==> src/rtl/usart_cmd_ctrl.sv <==
// Command-frame decoder behind a UART receiver: HEADER, ADDR, DHI, DLO, CHK frames
// write one of four 16-bit config registers, with checksum/address checking and inter-byte timeout.
module usart_cmd_ctrl #(
    parameter logic [7:0]  HEADER      = 8'h55,
    parameter logic [15:0] TIMEOUT_CYC = 16'd50000,
    parameter logic [15:0] GATE_RST    = 16'h03E8
) (
    input  logic        clkb,
    input  logic        rst_n,
    input  logic        rx_done,
    input  logic [7:0]  rxdata,
    output logic [15:0] cfg_gate,
    output logic [15:0] cfg_chsel,
    output logic [15:0] cfg_ctrl,
    output logic [15:0] cfg_aux,
    output logic        cfg_we,
    output logic [1:0]  cfg_addr,
    output logic        meas_start,
    output logic        frame_err,
    output logic        frame_tmo,
    output logic [7:0]  ok_cnt
);

    localparam int unsigned CNT_W = 16;

    typedef enum logic [2:0] {
        S_HDR  = 3'd0,
        S_ADDR = 3'd1,
        S_DHI  = 3'd2,
        S_DLO  = 3'd3,
        S_CHK  = 3'd4
    } state_t;

    state_t             r_state;
    state_t             w_state_nxt;
    logic [CNT_W-1:0]   r_tmo_cnt;
    logic [7:0]         r_addr;
    logic [7:0]         r_dhi;
    logic [7:0]         r_dlo;
    logic               w_tmo_hit;
    logic               w_chk_evt;
    logic [7:0]         w_sum;
    logic [15:0]        w_wdata;
    logic               w_we;
    logic               w_err;
    logic               w_start;

    // An arriving byte always beats the timeout in the same cycle
    assign w_tmo_hit = (r_state != S_HDR) && !rx_done && (r_tmo_cnt == TIMEOUT_CYC);

    // State register
    always_ff @(posedge clkb) begin
        if (!rst_n) r_state <= S_HDR;
        else        r_state <= w_state_nxt;
    end

    // Next-state logic
    always_comb begin
        w_state_nxt = r_state;
        if (rx_done) begin
            case (r_state)
                S_HDR:   w_state_nxt = (rxdata == HEADER) ? S_ADDR : S_HDR;
                S_ADDR:  w_state_nxt = S_DHI;
                S_DHI:   w_state_nxt = S_DLO;
                S_DLO:   w_state_nxt = S_CHK;
                S_CHK:   w_state_nxt = S_HDR;
                default: w_state_nxt = S_HDR;
            endcase
        end else if (w_tmo_hit) begin
            w_state_nxt = S_HDR;
        end
    end

    // Frame evaluation; results are registered into the pulse outputs below
    always_comb begin
        w_chk_evt = rx_done && (r_state == S_CHK);
        w_sum     = 8'(r_addr + r_dhi + r_dlo);
        w_wdata   = {r_dhi, r_dlo};
        w_we      = w_chk_evt && (rxdata == w_sum) && (r_addr[7:2] == 6'd0);
        w_err     = w_chk_evt && !w_we;
        w_start   = w_we && (r_addr[1:0] == 2'd2) && r_dlo[1];
    end

    always_ff @(posedge clkb) begin
        if (!rst_n) begin
            r_tmo_cnt  <= '0;
            r_addr     <= '0;
            r_dhi      <= '0;
            r_dlo      <= '0;
            cfg_gate   <= GATE_RST;
            cfg_chsel  <= '0;
            cfg_ctrl   <= '0;
            cfg_aux    <= '0;
            cfg_we     <= 1'b0;
            cfg_addr   <= '0;
            meas_start <= 1'b0;
            frame_err  <= 1'b0;
            frame_tmo  <= 1'b0;
            ok_cnt     <= '0;
        end else begin
            if (rx_done || r_state == S_HDR)  r_tmo_cnt <= '0;
            else if (r_tmo_cnt != TIMEOUT_CYC) r_tmo_cnt <= r_tmo_cnt + CNT_W'(1);

            if (rx_done) begin
                case (r_state)
                    S_ADDR:  r_addr <= rxdata;
                    S_DHI:   r_dhi  <= rxdata;
                    S_DLO:   r_dlo  <= rxdata;
                    default: ;
                endcase
            end

            cfg_we     <= w_we;
            meas_start <= w_start;
            frame_err  <= w_err;
            frame_tmo  <= w_tmo_hit;

            if (w_we) begin
                cfg_addr <= r_addr[1:0];
                ok_cnt   <= ok_cnt + 8'd1;
                case (r_addr[1:0])
                    2'd0:    cfg_gate  <= w_wdata;
                    2'd1:    cfg_chsel <= w_wdata;
                    2'd2:    cfg_ctrl  <= w_wdata & 16'hFFFD;
                    default: cfg_aux   <= w_wdata;
                endcase
            end
        end
    end

endmodule

==> config.mk <==
export PLATFORM = sky130hd
export DESIGN_NAME = usart_cmd_ctrl
export DESIGN_NICKNAME = d
export VERILOG_FILES = /design/src/rtl/usart_cmd_ctrl.sv
export SDC_FILE = /design/constraint.sdc
export NUM_CORES = 1
export LEC_CHECK = 0
export BUFFER_PORTS_ARGS = -buffer_cell sky130_fd_sc_hd__buf_2
export CAP_MARGIN = 20
export CORE_MARGIN = 5
export CORE_UTILIZATION = 30
export CTS_BUF_LIST = sky130_fd_sc_hd__clkbuf_8
export CTS_CLUSTER_SIZE = 12
export DETAILED_ROUTE_END_ITERATION = 16
export SLEW_MARGIN = 25
export SYNTH_ARGS = -nofsm -noshare
export SYNTH_HDL_FRONTEND = slang
export SYNTH_SLANG_ARGS = --single-unit
==> constraint.sdc <==
create_clock -name clkb -period 3.15 [get_ports clkb]
set_input_delay 0.315 -clock clkb [delete_from_list [all_inputs] [get_ports clkb]]
set_output_delay 0.315 -clock clkb [all_outputs]
set_load 0.005 [all_outputs]
==> flow_metrics.env, run 1 <==
export IMPL_status="finished, violations left"
export IMPL_failed_checks="negative setup slack"
export IMPL_cap_violations=0
export IMPL_ys_seq_area_share_pct=45.2
export IMPL_holdBufCountCts=0
export IMPL_total_power_mw=2.96
export IMPL_die_x_um=143
export IMPL_diodes=0
export IMPL_critical_path_class="flip-flop to flip-flop"
export IMPL_drt_initial_drc_count=204
export IMPL_avgSynthCellArea_um2=9.48
export IMPL_clock_sinks=120
export IMPL_fin_skew_ns=0.0119
export IMPL_cts_buffers=17
export IMPL_cts_tree="done"
export IMPL_finalWirelength_um=14200
export IMPL_powerDensity_nw_per_um2=444
export IMPL_ir_drop_v=0.000242
export IMPL_synth_top_area_share_pct=45.2
export IMPL_die_h_um=143
export IMPL_finalCriticalPeriod_ns=3.22
export IMPL_antenna_found_initial=0
export IMPL_synth_area_leaders="dfxtp_1 (45%), mux2i_1 (14%), nand2_1 (7.5%), nor2_1 (3.4%), fa_1 (3.0%)"
export IMPL_p_leak_nw=2.90
export IMPL_relSlewSlack_pct=37.8
export IMPL_place_congestion=0.764
export IMPL_grt_use_total_pct=13.6
export IMPL_cts_max_path_buffers=2
export IMPL_worstPathMaxFanout=6
export IMPL_tightestPinTransition_ns=0.929
export IMPL_via_count=4292
export IMPL_synth_cell_type_count=53
export IMPL_synthArstFlopShare_pct=0
export IMPL_route_detailed_drc=0
export IMPL_fin_crit_sh_pct=102
export IMPL_synthCells=560
export IMPL_fmax_mhz=310
export IMPL_synth_warnings=0
export IMPL_layout_drive_gt1_share_pct=26.8
export IMPL_hold_viol=0
export IMPL_synth_ff_type="dfxtp_1"
export IMPL_grt_max_degree=38
export IMPL_grt_pass1_wl_um=22000
export IMPL_layout_nets=697
export IMPL_grt_pass1_vias=4123
export IMPL_setup_violations=18
export IMPL_via_per_inst=4.73
export IMPL_whs_ns=0.180
export IMPL_syn_area_um2=5310
export IMPL_slew_viol_final=0
export IMPL_wl_per_cell_um=15.7
export IMPL_port_buffers=87
export IMPL_htreeDepth=4
export IMPL_cp_arrival_ns=3.54
export IMPL_area_growth_syn_to_layout_pct=25.7
export IMPL_end_kind="flip-flop"
export IMPL_ant_nets=0
export IMPL_rsz0062_at_grt="yes"
export IMPL_num_rows=48
export IMPL_grt_ovfl_total=0
export IMPL_design_portCount=89
export IMPL_syn_nets=588
export IMPL_synth_commonest_cells="dfxtp_1 (120), nand2_1 (106), mux2i_1 (73)"
export IMPL_root_buffer="clkbuf_8"
export IMPL_initial_core_util_pct=30.6
export IMPL_die_area_um2=20500
export IMPL_synth_largest_area_cell="dfxtp_1"
export IMPL_synth_seq_cells=120
export IMPL_insertion_delay_ns=0.43
export IMPL_synthMostInstantiatedCell="dfxtp_1"
export IMPL_dp_hpwl_um=10100
export IMPL_setup_tns_ns=-1.01
export IMPL_layout_setup_ws_ns=-0.0727
export IMPL_clk_pin_slew_worst_paths_ns=0.08
export IMPL_synth_edff_count=0
export IMPL_start_kind="flip-flop"
export IMPL_required_ns=3.46
export IMPL_hold_path_class="primary input to flip-flop"
export IMPL_core_area_um2=17400
export IMPL_dr_pass1_iters=6
layout make-up:
type,instances,area (um2)
clock buffer,17,234
clock inverter,15,154
fill,1745,10700
inverter,14,52.6
multi-input combinational,398,2820
sequential,120,2410
tap,225,282
timing repair buffer,118,718
path summary, 6_finish.rpt:
path | endpoint | depth (start not counted) | start | slack [ns]
worst max-delay path | cfg_gate[11]$_SDFFE_PN0P_ | 10 | r_addr[1]$_SDFFE_PN0P_ | -0.07
worst min-delay path | r_dlo[4]$_SDFFE_PN0P_ | 3 | rxdata[4] | 0.18
worst max register to register | cfg_gate[11]$_SDFFE_PN0P_ | 10 | r_addr[1]$_SDFFE_PN0P_ | -0.07
worst min register to register | cfg_ctrl[3]$_SDFFE_PN0P_ | 2 | cfg_ctrl[3]$_SDFFE_PN0P_ | 0.46
what timing repair did:
action,CTS,global route
setup buffers,1,4
endpoints found under the hold margin,0,0
setup endpoints to repair,39,74
pin swaps,0,11
gates cloned,0,3
gates resized for setup,1,25
power by group:
part	total (mW)	switching [mW]	internal, mW
logic	0.0850	0.0590	0.0260
registers	1.52	0.000248	1.52
clock network	1.36	0.656	0.704
worst max-delay path, stage by stage (launching register included):
cell       delay (ns)
dfxtp_2          0.33
fa_1             0.52
ha_4             0.19
fa_2             0.39
xor2_2           0.17
xnor2_2          0.15
and4bb_1         0.27
nand4b_4         0.17
or4b_4           0.60
clkbuf_16        0.19
mux2i_1          0.11
cells by family (layout without fill, tap and decap cells):
logic type                 Yosys count  count (layout)  synth area share (%)
AOI/OAI and AO/OA                   62              62                  7.61
xor gates and xnor gates            25              25                  4.38
adders and majority gates           17              17                  5.14
buffers and inverters               44             164                  4.10
DFF                                120             120                  45.2
muxes                               74              74                  14.0
other                                1               1                0.0706
and+or+nand+nor                    217             219                  19.5
flip-flops by register name (all words and copies together), names as in the netlist, 8 cells and up:
name	cells
cfg_aux	16
cfg_chsel	16
cfg_gate	16
r_tmo_cnt	16
cfg_ctrl	15
ok_cnt	8
r_addr	8
r_dhi	8
r_dlo	8
layout by cell type, fill, tap and decap left out, types with 5 or more instances in the layout:
master and count:
nor2_1 48, ha_1 7, nand2_1 106, or4_1 5
o41ai_1 6, nand3_1 13, clkbuf_8 17, and3_1 6
fa_1 7, o211ai_1 6, inv_1 11, o21ai_0 6
dfxtp_2 5, xnor2_1 5, mux2i_1 73, a21oi_1 25
nor3_1 5, nor4_1 5, dfxtp_1 115, xor2_1 17
buf_2 87, buf_4 26
metal layers:
metal  part of all wire (%)  track usage [%]
met1                     45             17.7
met4                   0.39             2.40
met5                      0                0
met2                     49             22.2
met3                    5.5             4.66
stage by stage:
stage,std cells,utilization [%],setup WS [ns],area (um2)
3_5_place_dp,867,35.1,-0.000886,6090
2_1_floorplan,560,-,0.0520,5320
4_1_cts,900,37.4,-0.0201,6490
5_1_grt,907,38.4,-0.214,6670
3_3_place_gp,867,35.0,0.00529,6080
6_report,907,38.4,-0.0727,6670
Note: power is estimated with default switching activity, not from simulation.
==> inputs of run 2 (changes only) <==
--- a/config.mk
+++ b/config.mk
@@ -5,6 +5,7 @@
 export SDC_FILE = /design/constraint.sdc
 export NUM_CORES = 1
 export LEC_CHECK = 0
+export ABC_CLOCK_PERIOD_IN_PS = 3150
 export BUFFER_PORTS_ARGS = -buffer_cell sky130_fd_sc_hd__buf_2
 export CAP_MARGIN = 20
 export CORE_MARGIN = 5
@@ -12,6 +13,7 @@
 export CTS_BUF_LIST = sky130_fd_sc_hd__clkbuf_8
 export CTS_CLUSTER_SIZE = 12
 export DETAILED_ROUTE_END_ITERATION = 16
+export MAX_ROUTING_LAYER = met4
 export SLEW_MARGIN = 25
 export SYNTH_ARGS = -nofsm -noshare
 export SYNTH_HDL_FRONTEND = slang
==> flow_metrics.env, run 2 (synthesized netlist as in run 1, its figures left out) <==
export IMPL_status="finished, violations left"
export IMPL_failed_checks="negative setup slack"
export IMPL_tightestPinTransition_ns=0.925
export IMPL_dr_pass1_iters=4
export IMPL_clk_pin_slew_worst_paths_ns=0.08
export IMPL_final_cell_mix="dfxtp_1 (115), nand2_1 (106), buf_2 (87), mux2i_1 (73), nor2_1 (48)"
export IMPL_drt_initial_drc_count=229
export IMPL_dpl_instance_area_um2=6090
export IMPL_start_kind="flip-flop"
export IMPL_hold_viol=0
export IMPL_fmax_mhz=310
export IMPL_design_portCount=89
export IMPL_diodes=0
export IMPL_clock_sinks=120
export IMPL_wl_per_cell_um=15.7
export IMPL_root_buffer="clkbuf_8"
export IMPL_cts_tree="done"
export IMPL_final_common_cell="dfxtp_1"
export IMPL_grt_use_total_pct=14.0
export IMPL_via_count=4299
export IMPL_core_area_um2=17400
export IMPL_met2_usage_pct=22.2
export IMPL_place_ws_ns=-0.000886
export IMPL_dp_hpwl_um=10100
export IMPL_cpMaxStageDelayCell="or4b_4"
export IMPL_cap_violations=0
export IMPL_htreeDepth=4
export IMPL_route_detailed_drc=0
export IMPL_finalWirelength_um=14200
export IMPL_die_x_um=143
export IMPL_met1_usage_pct=17.9
export IMPL_worst_path_buf_inv=1
export IMPL_cts_buffers=17
export IMPL_r2r_setup_slack_ns=-0.07
export IMPL_worstPathMaxFanout=6
export IMPL_cp_top_family="adder cells"
export IMPL_hold_path_class="primary input to flip-flop"
export IMPL_critical_path_class="flip-flop to flip-flop"
export IMPL_place_congestion=0.774
export IMPL_final_area_um2=6670
export IMPL_insertion_delay_ns=0.43
export IMPL_ant_nets=0
export IMPL_area_growth_syn_to_layout_pct=25.7
export IMPL_die_area_um2=20500
export IMPL_cp_arrival_ns=3.54
export IMPL_rsz0062_at_grt="yes"
export IMPL_total_power_mw=2.96
export IMPL_slowest_delay_ns=0.60
export IMPL_setup_violations=18
export IMPL_antenna_found_initial=0
export IMPL_finalCriticalPeriod_ns=3.22
export IMPL_grt_ovfl_total=0
export IMPL_end_kind="flip-flop"
export IMPL_relSlewSlack_pct=38.1
export IMPL_layout_setup_ws_ns=-0.0736
export IMPL_num_rows=48
export IMPL_required_ns=3.46
export IMPL_top_usage_layer="met2"
export IMPL_cts_max_path_buffers=2
export IMPL_via_per_inst=4.74
export IMPL_grt_pass1_wl_um=22000
export IMPL_met3_usage_pct=4.35
export IMPL_ir_drop_v=0.000239
export IMPL_fillers=1745
export IMPL_whs_ns=0.179
export IMPL_grt_max_degree=38
export IMPL_grt_pass1_vias=4134
export IMPL_setup_tns_ns=-1.02
export IMPL_port_buffers=87
export IMPL_initial_core_util_pct=30.6
export IMPL_critical_path_cell_chain="fa_1, ha_4, fa_2, xor2_2, xnor2_2, and4bb_1, nand4b_4, or4b_4, clkbuf_16, mux2i_1"
export IMPL_fin_crit_sh_pct=102
export IMPL_layout_nets=697
export IMPL_p_leak_nw=2.90
export IMPL_layout_drive_gt1_share_pct=26.8
export IMPL_powerDensity_nw_per_um2=444
export IMPL_holdBufCountCts=0
export IMPL_die_h_um=143
export IMPL_fin_skew_ns=0.0112
export IMPL_slew_viol_final=0
## run 2: worst paths after layout
kind | to | startpoint | cells after the start
worst max-delay path | cfg_gate[11]$_SDFFE_PN0P_ | r_addr[1]$_SDFFE_PN0P_ | 10
worst min register to register | cfg_ctrl[3]$_SDFFE_PN0P_ | cfg_ctrl[3]$_SDFFE_PN0P_ | 2
worst min-delay path | r_dlo[4]$_SDFFE_PN0P_ | rxdata[4] | 3
worst max register to register | cfg_gate[11]$_SDFFE_PN0P_ | r_addr[1]$_SDFFE_PN0P_ | 10
## run 2: through the flow
step	util, %	std cells
after global placement	35.0	867
after detailed placement	35.1	867
after global routing	38.4	907
after floorplan	-	560
final	38.4	907
after CTS	37.4	900
## run 2: final cells by class
class                           count  area, um2  area share [%]
Inverter                           14       52.6           0.788
Multi-Input combinational cell    398       2820            42.3
Sequential cell                   120       2410            36.1
Clock inverter                     15        154            2.31
Tap cell                          225        282            4.22
Timing Repair Buffer              118        718            10.8
Clock buffer                       17        234            3.51
## run 2: per-layer routing
metal  up-vias  share of wire, %
met2        92                49
met5         -                 0
met4         0              0.35
li1       2162                 -
met1      2038                45
met3         7               6.0
## run 2: worst min-delay path, stage by stage
cell and delay, ns:
buf_2 0.13, nand2_1 0.06, a21oi_1 0.05
## run 2: what timing repair did
action | CTS | global route
pin swaps | 0 | 11
setup buffers | 1 | 4
setup endpoints to repair | 39 | 74
gates cloned | 0 | 3
resized for setup | 1 | 25
## run 2: power breakdown
part / switching (mW) / total (mW) / internal, mW
combinational: 0.0596 / 0.0857 / 0.0260
clock: 0.657 / 1.36 / 0.704
sequential: 0.000247 / 1.52 / 1.52
total: 0.717 / 2.96 / 2.25
==> inputs of run 3 (changes only) <==
--- a/config.mk
+++ b/config.mk
@@ -8,6 +8,7 @@
 export ABC_CLOCK_PERIOD_IN_PS = 3150
 export BUFFER_PORTS_ARGS = -buffer_cell sky130_fd_sc_hd__buf_2
 export CAP_MARGIN = 20
+export CORE_ASPECT_RATIO = 2
 export CORE_MARGIN = 5
 export CORE_UTILIZATION = 30
 export CTS_BUF_LIST = sky130_fd_sc_hd__clkbuf_8
==> flow_metrics.env, run 3 (synthesized netlist as in run 1, its figures left out) <==
export IMPL_grt_pass1_wl_um=22100
export IMPL_dr_pass1_iters=6
export IMPL_worstPathMaxFanout=10
export IMPL_place_ws_ns=0.0185
export IMPL_ir_drop_v=0.000307
export IMPL_die_h_um=198
export IMPL_place_congestion=0.840
export IMPL_hold_depth=3
export IMPL_cts_tree="done"
export IMPL_start_kind="flip-flop"
export IMPL_cap_violations=0
export IMPL_hold_path_class="primary input to flip-flop"
export IMPL_dp_cells=858
export IMPL_grt_use_total_pct=13.6
export IMPL_cts_buffers=17
export IMPL_area_growth_syn_to_layout_pct=25.0
export IMPL_layout_drive_gt1_share_pct=26.4
export IMPL_fmax_mhz=321
export IMPL_whs_ns=0.187
export IMPL_htreeDepth=4
export IMPL_hold_start="rxdata[6]"
export IMPL_cts_max_path_buffers=2
export IMPL_critPathLaunch="r_addr[2]$_SDFFE_PN0P_"
export IMPL_critical_path_cell_chain="fa_1, buf_4, fa_2, xor2_1, xnor2_1, and4bb_1, nand4b_4, or4b_4, buf_12, mux2i_1"
export IMPL_fin_skew_ns=0.0131
export IMPL_route_detailed_drc=0
export IMPL_finalWirelength_um=13800
export IMPL_fin_crit_sh_pct=98.8
export IMPL_slowest_delay_ns=0.52
export IMPL_ant_nets=0
export IMPL_worst_path_buf_inv=2
export IMPL_whs_endpoint="r_dlo[6]$_SDFFE_PN0P_"
export IMPL_instances_no_fill=895
export IMPL_met3_usage_pct=3.23
export IMPL_powerDensity_nw_per_um2=453
export IMPL_critical_path_class="flip-flop to flip-flop"
export IMPL_wl_per_cell_um=15.4
export IMPL_slew_viol_final=0
export IMPL_p_leak_nw=2.92
export IMPL_final_common_cell="dfxtp_1"
export IMPL_final_cell_mix="dfxtp_1 (115), nand2_1 (106), buf_2 (87), mux2i_1 (73), nor2_1 (48)"
export IMPL_tightestPinTransition_ns=0.961
export IMPL_r2r_setup_slack_ns=0.04
export IMPL_root_buffer="clkbuf_8"
export IMPL_antenna_found_initial=0
export IMPL_dpl_instance_area_um2=6110
export IMPL_finalCriticalPeriod_ns=3.11
export IMPL_setup_violations=0
export IMPL_required_ns=3.46
export IMPL_via_count=4407
export IMPL_clk_pin_slew_worst_paths_ns=0.08
export IMPL_grt_max_degree=45
export IMPL_rr_worst_depth=10
export IMPL_rsz0062_at_grt="yes"
export IMPL_clock_sinks=120
export IMPL_die_x_um=104
export IMPL_met1_usage_pct=17.7
export IMPL_met2_usage_pct=20.5
export IMPL_layout_nets=697
export IMPL_via_per_inst=4.92
export IMPL_core_area_um2=17600
export IMPL_num_rows=69
export IMPL_top_usage_layer="met2"
export IMPL_r2r_start="r_addr[2]$_SDFFE_PN0P_"
export IMPL_insertion_delay_ns=0.43
export IMPL_design_portCount=89
export IMPL_final_area_um2=6640
export IMPL_grt_ovfl_total=0
export IMPL_port_buffers=87
export IMPL_r2r_end="cfg_gate[15]$_SDFFE_PN0P_"
export IMPL_initial_core_util_pct=30.2
export IMPL_holdBufCountCts=0
export IMPL_diodes=0
export IMPL_grt_pass1_vias=4282
export IMPL_drt_initial_drc_count=162
export IMPL_status="completed"
export IMPL_hold_viol=0
export IMPL_cp_arrival_ns=3.42
export IMPL_relSlewSlack_pct=35.7
export IMPL_cpMaxStageDelayCell="or4b_4"
export IMPL_cp_top_family="simple AND/OR/NAND/NOR gates"
export IMPL_layout_setup_ws_ns=0.0389
export IMPL_end_kind="flip-flop"
export IMPL_dp_hpwl_um=10000
export IMPL_die_area_um2=20600
run 3: stage by stage:
stage	utilization [%]	setup TNS, ns	total power, mW
finish	37.7	0	3.01
global route	37.7	-4.08	3.12
CTS	37.1	0	3.05
detailed placement	34.7	0	1.63
global placement	34.6	0	1.63
floorplan	-	0	1.60
run 3: how the worst max path moves through the flow:
stage / cells after the start / end
global placement: 10 / cfg_gate[12]$_SDFFE_PN0P_
CTS: 13 / cfg_gate[15]$_SDFFE_PN0P_
finish: 10 / cfg_gate[15]$_SDFFE_PN0P_
global route: 9 / cfg_chsel[0]$_SDFFE_PN0P_
detailed placement: 11 / ok_cnt[0]$_SDFFE_PN0P_
floorplan: 11 / cfg_aux[10]$_SDFFE_PN0P_
run 3: per-layer routing:
layer	vias to the layer above	wire, um
met5	-	0
met4	0	280
met3	23	699
met2	130	6400
met1	2099	6370
li1	2155	-
run 3: cell type report:
cell class	instances	area, um2
Clock buffer	19	262
Clock inverter	13	144
Fill cell	1831	11000
Inverter	14	52.6
Multi-Input combinational cell	396	2760
Sequential cell	120	2410
Tap cell	213	267
Timing Repair Buffer	120	746
run 3: repair_timing:
item	CTS	global route
cloned	0	1
resized for setup	0	19
pin swaps	2	1
endpoints found under the setup margin	1	74
buffers inserted	2	2
run 3: power by group:
group	switching [mW]	internal (mW)	leakage, nW
clock network	0.657	0.753	0.201
registers	0.000239	1.52	0.969
logic	0.0577	0.0240	1.75
total	0.714	2.29	2.92
run 3: worst min-delay path: cells and delay by family:
| kind | cells | cell delay [ns] |
|---|---|---|
| buffers and inverters | 1 | 0.14 |
| AOI/OAI and AO/OA | 1 | 0.05 |
| and+or+nand+nor | 1 | 0.06 |
